<file path="src/rtl/ifu_pkg.sv">
// Shared types and constants for the prefetching instruction fetch unit.
// The HALT state only exists when IFU_MISALIGN_CHECK_EN is defined.
package ifu_pkg;

  localparam int ILEN = 32;
  localparam logic [31:0] DEFAULT_RESET_PC = 32'h8000_0000;

`ifdef IFU_MISALIGN_CHECK_EN
  typedef enum logic [1:0] {
    ST_RUN,
    ST_FLUSH,
    ST_HALT
  } ifu_state_t;
`else
  typedef enum logic [1:0] {
    ST_RUN,
    ST_FLUSH
  } ifu_state_t;
`endif

  typedef struct packed {
    logic [ILEN-1:0] inst;
    logic            fault;
  } fetch_entry_t;

  // A faulting fetch never exposes the bus data to the decoder.
  function automatic fetch_entry_t make_entry(input logic [ILEN-1:0] data, input logic err);
    fetch_entry_t e;
    e.inst  = err ? '0 : data;
    e.fault = err;
    return e;
  endfunction

endpackage

</file>
<file path="src/rtl/ifu_entry_buf.sv">
// Fetch entry ring buffer: slots are allocated at request time and filled in
// response order, so program order is preserved without any reordering logic.
module ifu_entry_buf
  import ifu_pkg::*;
#(
  parameter int XLEN  = 32,
  parameter int DEPTH = 4,
  localparam int PW   = $clog2(DEPTH) + 1
) (
  input  logic            clk,
  input  logic            rst,
  input  logic            flush,
  input  logic            inject,
  input  logic [XLEN-1:0] inject_pc,
  input  logic            alloc_en,
  input  logic [XLEN-1:0] alloc_pc,
  input  logic            fill_en,
  input  logic [ILEN-1:0] fill_data,
  input  logic            fill_err,
  input  logic            pop_en,
  output logic            full,
  output logic            empty,
  output logic [PW-1:0]   outstanding,
  output logic            head_filled,
  output logic [XLEN-1:0] head_pc,
  output logic [ILEN-1:0] head_inst,
  output logic            head_fault
);

  logic [PW-1:0]    alloc_q, fill_q, read_q;
  logic [PW-2:0]    alloc_idx, fill_idx, read_idx;
  logic [XLEN-1:0]  pc_q [DEPTH];
  fetch_entry_t     entry_q [DEPTH];
  logic [DEPTH-1:0] filled_q;

  assign alloc_idx   = alloc_q[PW-2:0];
  assign fill_idx    = fill_q[PW-2:0];
  assign read_idx    = read_q[PW-2:0];

  assign outstanding = alloc_q - fill_q;
  assign empty       = (alloc_q == read_q);
  assign full        = ((alloc_q - read_q) == PW'(DEPTH));

  assign head_filled = filled_q[read_idx];
  assign head_pc     = pc_q[read_idx];
  assign head_inst   = entry_q[read_idx].inst;
  assign head_fault  = entry_q[read_idx].fault;

  // An injected entry occupies slot 0 already filled, with nothing left to fetch for it.
  always_ff @(posedge clk or negedge rst) begin
    if (!rst) begin
      alloc_q  <= '0;
      fill_q   <= '0;
      read_q   <= '0;
      filled_q <= '0;
      for (int i = 0; i < DEPTH; i++) begin
        pc_q[i]    <= '0;
        entry_q[i] <= '0;
      end
    end else if (flush) begin
      alloc_q  <= inject ? PW'(1) : '0;
      fill_q   <= inject ? PW'(1) : '0;
      read_q   <= '0;
      filled_q <= inject ? DEPTH'(1) : '0;
      if (inject) begin
        pc_q[0]    <= inject_pc;
        entry_q[0] <= make_entry('0, 1'b1);
      end
    end else begin
      if (alloc_en) begin
        pc_q[alloc_idx]     <= alloc_pc;
        filled_q[alloc_idx] <= 1'b0;
        alloc_q             <= alloc_q + PW'(1);
      end
      if (fill_en) begin
        entry_q[fill_idx]  <= make_entry(fill_data, fill_err);
        filled_q[fill_idx] <= 1'b1;
        fill_q             <= fill_q + PW'(1);
      end
      if (pop_en) begin
        read_q <= read_q + PW'(1);
      end
    end
  end

endmodule

</file>
<file path="src/rtl/ifu_prefetch.sv">
// Prefetching instruction fetch unit: sequential fetches, in-order delivery to the
// IDU, and redirect flushing. Define IFU_MISALIGN_CHECK_EN to fault misaligned redirects.
module ifu_prefetch
  import ifu_pkg::*;
#(
  parameter int              XLEN     = 32,
  parameter int              DEPTH    = 4,
  parameter logic [XLEN-1:0] RESET_PC = XLEN'(DEFAULT_RESET_PC)
) (
  input  logic            clk,
  input  logic            rst,
  input  logic            redirect_valid,
  input  logic [XLEN-1:0] redirect_pc,
  output logic            req_valid,
  input  logic            req_ready,
  output logic [XLEN-1:0] req_addr,
  input  logic            rsp_valid,
  input  logic [ILEN-1:0] rsp_data,
  input  logic            rsp_err,
  output logic            valid_out_idu,
  input  logic            ready_in_idu,
  output logic [XLEN-1:0] pc_out,
  output logic [ILEN-1:0] inst_out,
  output logic            fault_out
);

  localparam int PW = $clog2(DEPTH) + 1;

  ifu_state_t      state_q, state_d;
  logic [XLEN-1:0] fetch_pc_q, fetch_pc_d;
  logic [PW-1:0]   drop_q, drop_d;
  logic [XLEN-1:0] target_pc;
  logic            inject;
  logic            buf_full, buf_empty, head_filled;
  logic [PW-1:0]   buf_outstanding;
  logic            req_fire, dropping, fill_en, pop_en;

`ifdef IFU_MISALIGN_CHECK_EN
  assign target_pc = redirect_pc;
  assign inject    = redirect_valid && (redirect_pc[1:0] != 2'b00);
`else
  assign target_pc = redirect_pc & ~XLEN'(3);
  assign inject    = 1'b0;
`endif

  // rst gates the request so nothing is offered to memory while reset is held.
  assign req_valid     = rst && (state_q == ST_RUN) && !redirect_valid && !buf_full;
  assign req_addr      = fetch_pc_q;
  assign req_fire      = req_valid && req_ready;

  assign dropping      = redirect_valid || (drop_q != '0);
  assign fill_en       = rsp_valid && !dropping && (buf_outstanding != '0);

  assign valid_out_idu = head_filled && !buf_empty && !redirect_valid;
  assign pop_en        = valid_out_idu && ready_in_idu;

  ifu_entry_buf #(
    .XLEN  (XLEN),
    .DEPTH (DEPTH)
  ) u_entry_buf (
    .clk         (clk),
    .rst         (rst),
    .flush       (redirect_valid),
    .inject      (inject),
    .inject_pc   (target_pc),
    .alloc_en    (req_fire),
    .alloc_pc    (fetch_pc_q),
    .fill_en     (fill_en),
    .fill_data   (rsp_data),
    .fill_err    (rsp_err),
    .pop_en      (pop_en),
    .full        (buf_full),
    .empty       (buf_empty),
    .outstanding (buf_outstanding),
    .head_filled (head_filled),
    .head_pc     (pc_out),
    .head_inst   (inst_out),
    .head_fault  (fault_out)
  );

  // A response arriving with the redirect already answers one of the stale requests.
  always_comb begin
    state_d    = state_q;
    fetch_pc_d = fetch_pc_q;
    drop_d     = drop_q;
    if (redirect_valid) begin
      fetch_pc_d = target_pc;
      drop_d     = drop_q + buf_outstanding
                 - PW'(rsp_valid && ((drop_q != '0) || (buf_outstanding != '0)));
      state_d    = (drop_d != '0) ? ST_FLUSH : ST_RUN;
`ifdef IFU_MISALIGN_CHECK_EN
      if (inject) begin
        state_d = ST_HALT;
      end
`endif
    end else begin
      if (req_fire) begin
        fetch_pc_d = fetch_pc_q + XLEN'(4);
      end
      if (rsp_valid && (drop_q != '0)) begin
        drop_d = drop_q - PW'(1);
      end
      if ((state_q == ST_FLUSH) && (drop_d == '0)) begin
        state_d = ST_RUN;
      end
    end
  end

  always_ff @(posedge clk or negedge rst) begin
    if (!rst) begin
      state_q    <= ST_RUN;
      fetch_pc_q <= RESET_PC;
      drop_q     <= '0;
    end else begin
      state_q    <= state_d;
      fetch_pc_q <= fetch_pc_d;
      drop_q     <= drop_d;
    end
  end

endmodule

</file>
<file path="config.mk">
export PLATFORM = sky130hd
export DESIGN_NAME = ifu_prefetch
export DESIGN_NICKNAME = d
export VERILOG_FILES = /design/src/rtl/ifu_pkg.sv /design/src/rtl/ifu_entry_buf.sv /design/src/rtl/ifu_prefetch.sv
export SDC_FILE = /design/constraint.sdc
export NUM_CORES = 1
export LEC_CHECK = 0
export BUFFER_PORTS_ARGS = -buffer_cell sky130_fd_sc_hd__buf_2
export CORE_ASPECT_RATIO = 0.5
export CORE_MARGIN = 2
export CORE_UTILIZATION = 41
export DETAILED_ROUTE_END_ITERATION = 6
export PLACE_DENSITY = 0.64
export SYNTH_ARGS = -nofsm -noshare
export SYNTH_HDL_FRONTEND = slang
export SYNTH_SLANG_ARGS = --single-unit
</file>
<file path="constraint.sdc">
create_clock -name clk -period 5.5 [get_ports clk]
set_input_delay 0.55 -clock clk [delete_from_list [all_inputs] [get_ports clk]]
set_output_delay 0.55 -clock clk [all_outputs]
set_load 0.03 [all_outputs]
</file>
==> run summary, run 1 <==
post-CTS setup buffer count = 0
Fmax achieved = 266 MHz
Crit path required time = 4.95 ns
H-tree depth = 1
Post-synth EDFFs = 0
global route overflow = 0
# hold bufs at CTS = 0
WP data arrival = 3.21 ns
normalized max-slew margin = 0.252
Post-route DRC = 0
core outline area = 33100 um^2
Clock Latency Late Sink = 0.56 ns
VDD IR max = 0.000193 V
final hold violations = 0
Synth area leader = dfrtp_1
Power Density = 422 nW/um^2
flop and latch count out of synthesis = 299
clock tree buffer depth = 3
Layout Nets = 1354
Post-DRT Antenna Nets = 0
num ports = 170
fill count = 2929
asr flop ratio synth = 1.00
die height = 134 um
Clk pin slew, worst setup/hold paths = 0.07 ns
P&R area growth vs syn = 16.4%
worst hold path class = primary input to asynchronous set/reset pin
synth top area cells = dfrtp_1 (54%), mux4_2 (10%), mux2_2 (9.2%)
clk sinks = 299
CTS tree = yes
worst-margin pin slew = 1.12 ns
pin count of the biggest net entering global routing = 110
Adder-Cell Fraction of Synth Area = 0.0192
worst clock skew = 0.0113 ns
initial core utilization = 0.416
vias per cell = 5.52
initial drt markers = 613
Power Total = 0.00677 W
vias after detailed routing = 9536
die area = 35200 um^2
post-synthesis compound-gate area fraction = 0.0978
post-layout util = 0.485
Worst setup SP type = flop
xor and xnor area share after synthesis = 0.00917
Avg WL per Cell = 19.3 um
Tmin final = 3.76 ns
initial antenna violation count = 3
crit path kind = flop to output port
Max Cap Viol = 0
fin crit share = 0.683
Die X = 263 um
Post-Syn Instances = 1135
Main synth FF type = dfrtp_1
GRT Util Overall = 0.192
TritonCTS Buffers = 29
post-synthesis cell area = 13800 um^2
post-synth top area share = 0.541
RSZ-0062 raised after global routing = no
crit end category = output port
Core Rows = 47
IO Port Bufs = 163
register area share after synthesis = 0.543
top cells by count, synth = dfrtp_1 (298), nand2_1 (182), o21ai_0 (149)
yosys warns = 0
Mean Syn Cell Area = 12.1 um^2
simple-gate share of the synthesized area = 0.101
status = finished clean
post-DP HPWL = 21100 um
number of global-route vias before repair = 10200
P_leak = 7.32 nW
main combinational cell family by area after synthesis = multiplexers
total wire length = 33400 um
worst hold slack = 0.0200 ns
final setup TNS = 0 ns
DRT Pass-1 Iters = 5
Final setup viols = 0
post-CTS sizing = 0
first-pass GRT wire length = 54600 um
Final Max Tran Viols = 0
CTS root buffer = clkbuf_16
routability congestion estimate = 0.843
Synth cell types = 58
fraction of layout cells with a size suffix above 1 = 0.335
Crit Path Max Fanout = 35
mux contribution to synthesized area = 0.198
cell with the most instances after synthesis = dfrtp_1
## sequential cells by signal, summed over array words and instances (netlist names)
name                  count
u_entry_buf.alloc_q       3
drop_q                    3
u_entry_buf.pc_q        120
req_addr                 30
u_entry_buf.fill_q        3
u_entry_buf.read_q        3
state_q                   1
u_entry_buf.filled_q      4
u_entry_buf.entry_q     132
## area by class of cell
type	instances	area, um^2	area share
inverter	18	67.6	0.00421
sequential	299	7490	0.467
antenna	3	7.51	0.000468
clock buffer	34	785	0.0489
multi-input combinational	735	5930	0.370
tap	441	552	0.0344
clock inverter	19	262	0.0163
timing repair buffer	180	953	0.0594
## cells in the final DEF, fill, tap and decap left out, drive strengths merged, types with 5 or more instances in the layout
cell and n:
nand3 37, xor2 5, mux4 64, o311ai 33, nor2 17, mux2 112, or3 6, nand2b 33
ha 18, clkbuf 34, nand4 8, inv 19, xnor2 6, o21ai 151, o211ai 9, dfrtp 298
bufinv 6, clkinv 10, nand2 182, buf 180
## path summary, 6_finish.rpt
| path | startpoint | end | slack, ns | depth (start not counted) |
|---|---|---|---|---|
| min in group clk | redirect_pc[3] | req_addr[3]$_DFFE_PN0N_ | 0.21 | 3 |
| max reg2reg | u_entry_buf.alloc_q[0]$_DFFE_PN0N_ | u_entry_buf.entry_q[10]$_DFFE_PN0P_ | 1.85 | 9 |
| max in group asynchronous | rst | u_entry_buf.read_q[0]$_DFFE_PN0P_ | 3.18 | 3 |
| min reg2reg | u_entry_buf.entry_q[25]$_DFFE_PN0P_ | u_entry_buf.entry_q[25]$_DFFE_PN0P_ | 0.48 | 2 |
| min | rst | u_entry_buf.pc_q[118]$_DFFE_PN0P_ | 0.02 | 1 |
| max | u_entry_buf.read_q[0]$_DFFE_PN0P_ | valid_out_idu | 1.74 | 4 |
## per-stage QoR
stage	instance area, um^2	setup WS [ns]	std cells
3_5_place_dp	15000	1.83	1673
3_3_place_gp	15000	1.97	1673
4_1_cts	16000	1.60	1726
5_1_grt	16000	1.47	1729
6_report	16000	1.74	1729
2_1_floorplan	13800	2.38	1138
## cells by family (layout without fill, tap and decap cells)
family / Yosys count / after routing
AOI/OAI and AO/OA: 217 / 217
DFF: 299 / 299
buffers and inverters: 104 / 251
other: 1 / 7
muxes: 179 / 179
xor gates and xnor gates: 12 / 12
and+or+nand+nor: 303 / 303
adders and majority gates: 20 / 20
## worst max-delay path, cell delays in order (launching register included)
cell	delay, ns
dfrtp_4	0.90
buf_4	0.75
mux4_2	0.60
o211a_1	0.18
buf_2	0.20
## power breakdown
part | internal [W] | total [W] | switching [W]
Combinational | 0.000716 | 0.00181 | 0.00110
Sequential | 0.00255 | 0.00279 | 0.000234
Clock | 0.00130 | 0.00217 | 0.000870
## routing by layer
layer,GRT usage,up-vias,routed length (um)
met1,0.245,4962,14400
met5,0,-,0
met3,0.0301,50,1100
met4,0.0511,0,786
li1,-,4349,-
met2,0.344,175,17100
Note: power is estimated with default switching activity, not from simulation.
==> run 2, diff against run 1 <==
- ABC_AREA: default -> 1
- PLACE_DENSITY: 0.64 -> 0.63
- clock period: 5.5 -> 3.75 ns (I/O delays scaled with it)
==> run summary, run 2 <==
Die X = 276 um
post-CTS setup buffer count = 0
Post-Syn Instances = 1949
Synth cell types = 28
CTS root buffer = clkbuf_16
initial core utilization = 0.419
CTS tree = yes
yosys warns = 0
register area share after synthesis = 0.495
Post-route DRC = 0
die height = 140 um
Worst setup SP type = flop
Placed Instances = 2482
clk sinks = 299
Synth area leader = dfrtp_1
TritonCTS Buffers = 30
max reg flops = 132
P_leak = 8.98 nW
normalized max-slew margin = 0.347
Mean Syn Cell Area = 7.76 um^2
Worst R2R Setup Slack = 0.60 ns
die area = 38600 um^2
Power Density = 523 nW/um^2
Final setup viols = 0
first-pass GRT wire length = 72100 um
Largest Register = u_entry_buf.entry_q
post-synthesis cell area = 15100 um^2
asr flop ratio synth = 1.00
Worst R2R Path Depth = 16
top cells by count, synth = nand2_1 (583), dfrtp_1 (298), o21ai_0 (262)
synth top area cells = dfrtp_1 (49%), nand2_1 (14%), o21ai_0 (8.7%)
Clk pin slew, worst setup/hold paths = 0.06 ns
RSZ-0062 raised after global routing = no
Final Max Tran Viols = 0
fill count = 3597
fin crit share = 0.841
reg-to-reg startpoint = u_entry_buf.alloc_q[0]$_DFFE_PN0N_
IO Port Bufs = 163
H-tree depth = 1
post-synth top area share = 0.493
Fmax achieved = 317 MHz
Layout Nets = 2122
final hold violations = 0
Main synth FF type = dfrtp_1
crit end category = flop
clock tree buffer depth = 3
vias per cell = 5.38
Avg WL per Cell = 17.6 um
Clock Latency Late Sink = 0.56 ns
Setup WS pre-CTS = 0.589 ns
WHS Path Cells = 3
worst-margin pin slew = 0.979 ns
most common cell after layout, fill and taps aside = nand2_1
number of global-route vias before repair = 12900
crit path kind = flop to flop
pin count of the biggest net entering global routing = 141
status = finished clean
Crit Path Max Fanout = 6
post-layout util = 0.477
routability congestion estimate = 0.857
antenna cells = 0
Max Cap Viol = 0
final setup margin = 0.597 ns
Crit path required time = 4.20 ns
Post-synth EDFFs = 0
Hold Path Sink = req_addr[16]$_DFFE_PN0N_
hold wc startpoint = redirect_pc[16]
worst hold path class = primary input to flop
WP data arrival = 3.61 ns
vias after detailed routing = 13600
global route overflow = 0
num ports = 170
final setup TNS = 0 ns
reg-to-reg endpoint = drop_q[2]$_DFF_PN0_
Core Rows = 49
P&R area growth vs syn = 13.8%
total wire length = 44600 um
initial drt markers = 1237
GRT Util Overall = 0.233
post-DP HPWL = 26900 um
Post-DP Area = 16200 um^2
cell with the most instances after synthesis = nand2_1
worst clock skew = 0.0122 ns
VDD IR max = 0.000325 V
DRT Pass-1 Iters = 6
design area = 17200 um^2
Tmin final = 3.15 ns
fraction of layout cells with a size suffix above 1 = 0.127
initial antenna violation count = 0
flop and latch count out of synthesis = 299
Post-DRT Antenna Nets = 0
core outline area = 36100 um^2
most frequent cells in the layout = nand2_1 (583), dfrtp_1 (296), o21ai_0 (262)
Layout Cells excl Fill = 2537
## run 2: cell types whose count changed after synthesis, sizes merged, moves of 33 or more
cell / previous run / this run
buf: 32 / 73
nand4: 8 / 141
nor2: 17 / 215
mux4: 64 / 0
nand3: 37 / 96
inv: 18 / 90
o22ai: 0 / 63
o21ai: 151 / 262
mux2: 112 / 0
nand2b: 33 / 0
nand2: 182 / 583
o311ai: 33 / 0
## run 2: worst max-delay path by stage
stage / start / endpoint / slack [ns] / cells past startpoint
after floorplan: u_entry_buf.alloc_q[0]$_DFFE_PN0N_ / drop_q[2]$_DFF_PN0_ / 0.44 / 18
after global placement: u_entry_buf.alloc_q[0]$_DFFE_PN0N_ / drop_q[2]$_DFF_PN0_ / 0.63 / 16
after detailed placement: u_entry_buf.alloc_q[0]$_DFFE_PN0N_ / drop_q[2]$_DFF_PN0_ / 0.59 / 17
after CTS: u_entry_buf.read_q[0]$_DFFE_PN0P_ / inst_out[21] / 0.56 / 5
after global routing: u_entry_buf.alloc_q[0]$_DFFE_PN0N_ / drop_q[2]$_DFF_PN0_ / 0.35 / 17
final: u_entry_buf.alloc_q[0]$_DFFE_PN0N_ / drop_q[2]$_DFF_PN0_ / 0.60 / 16
## run 2: area by class of cell
cell class,count,area (um^2),share of cell area
tap,484,606,0.0352
sequential,299,7490,0.435
inverter,90,340,0.0198
clock inverter,9,101,0.00589
clock buffer,45,858,0.0499
timing repair buffer,199,1170,0.0682
multi-input combinational,1411,6650,0.386
## run 2: report_power, final
group          internal (W)  total, W  switching [W]
Combinational      0.000655   0.00219        0.00153
Clock               0.00171   0.00299        0.00128
Sequential          0.00358   0.00383       0.000246
## run 2: cells by family after synthesis
group / share of synthesized area
AO/OA/AOI/OAI: 0.114
XOR/XNOR: 0.0116
adder cells (fa/ha/maj): 0.0175
buffers and inverters: 0.0673
flip-flops: 0.495
other: 0.000248
AND/OR/NAND/NOR: 0.295
## run 2: through the flow
| stage | total power [W] | hold slack, ns |
|---|---|---|
| floorplan | 0.00538 | 0.0794 |
| global placement | 0.00606 | 0.281 |
| detailed placement | 0.00608 | 0.283 |
| CTS | 0.00909 | 0.0253 |
| global route | 0.00950 | 0.0377 |
| finish | 0.00900 | 0.0386 |
## run 2: worst max-delay path, stage by stage (launching register included)
cell and delay, ns:
dfrtp_1 0.38, inv_1 0.13, ha_1 0.22, fa_1 0.56, nand4_4 0.13, nand2_1 0.08, nand2_1 0.05, ha_1 0.27
inv_1 0.04, ha_1 0.18, fa_1 0.42, xor2_1 0.16, nand2_1 0.08, nand2_1 0.05, nand2_1 0.08, nand3_1 0.07
and2_1 0.17
## run 2: routing by layer
metal  routed length [um]  up-vias  GRT usage  share of wire
met1                20000     6563      0.325           0.45
met4                  929        0     0.0575          0.021
met2                21700      381      0.384           0.49
met5                    0        -          0              0
met3                 2060       70     0.0297          0.046
li1                     -     6624          -              -
## run 2: repair_timing
action                    CTS  global route
hold buffers                1             0
hold endpoints to repair   36             0
gates resized for setup     0             0
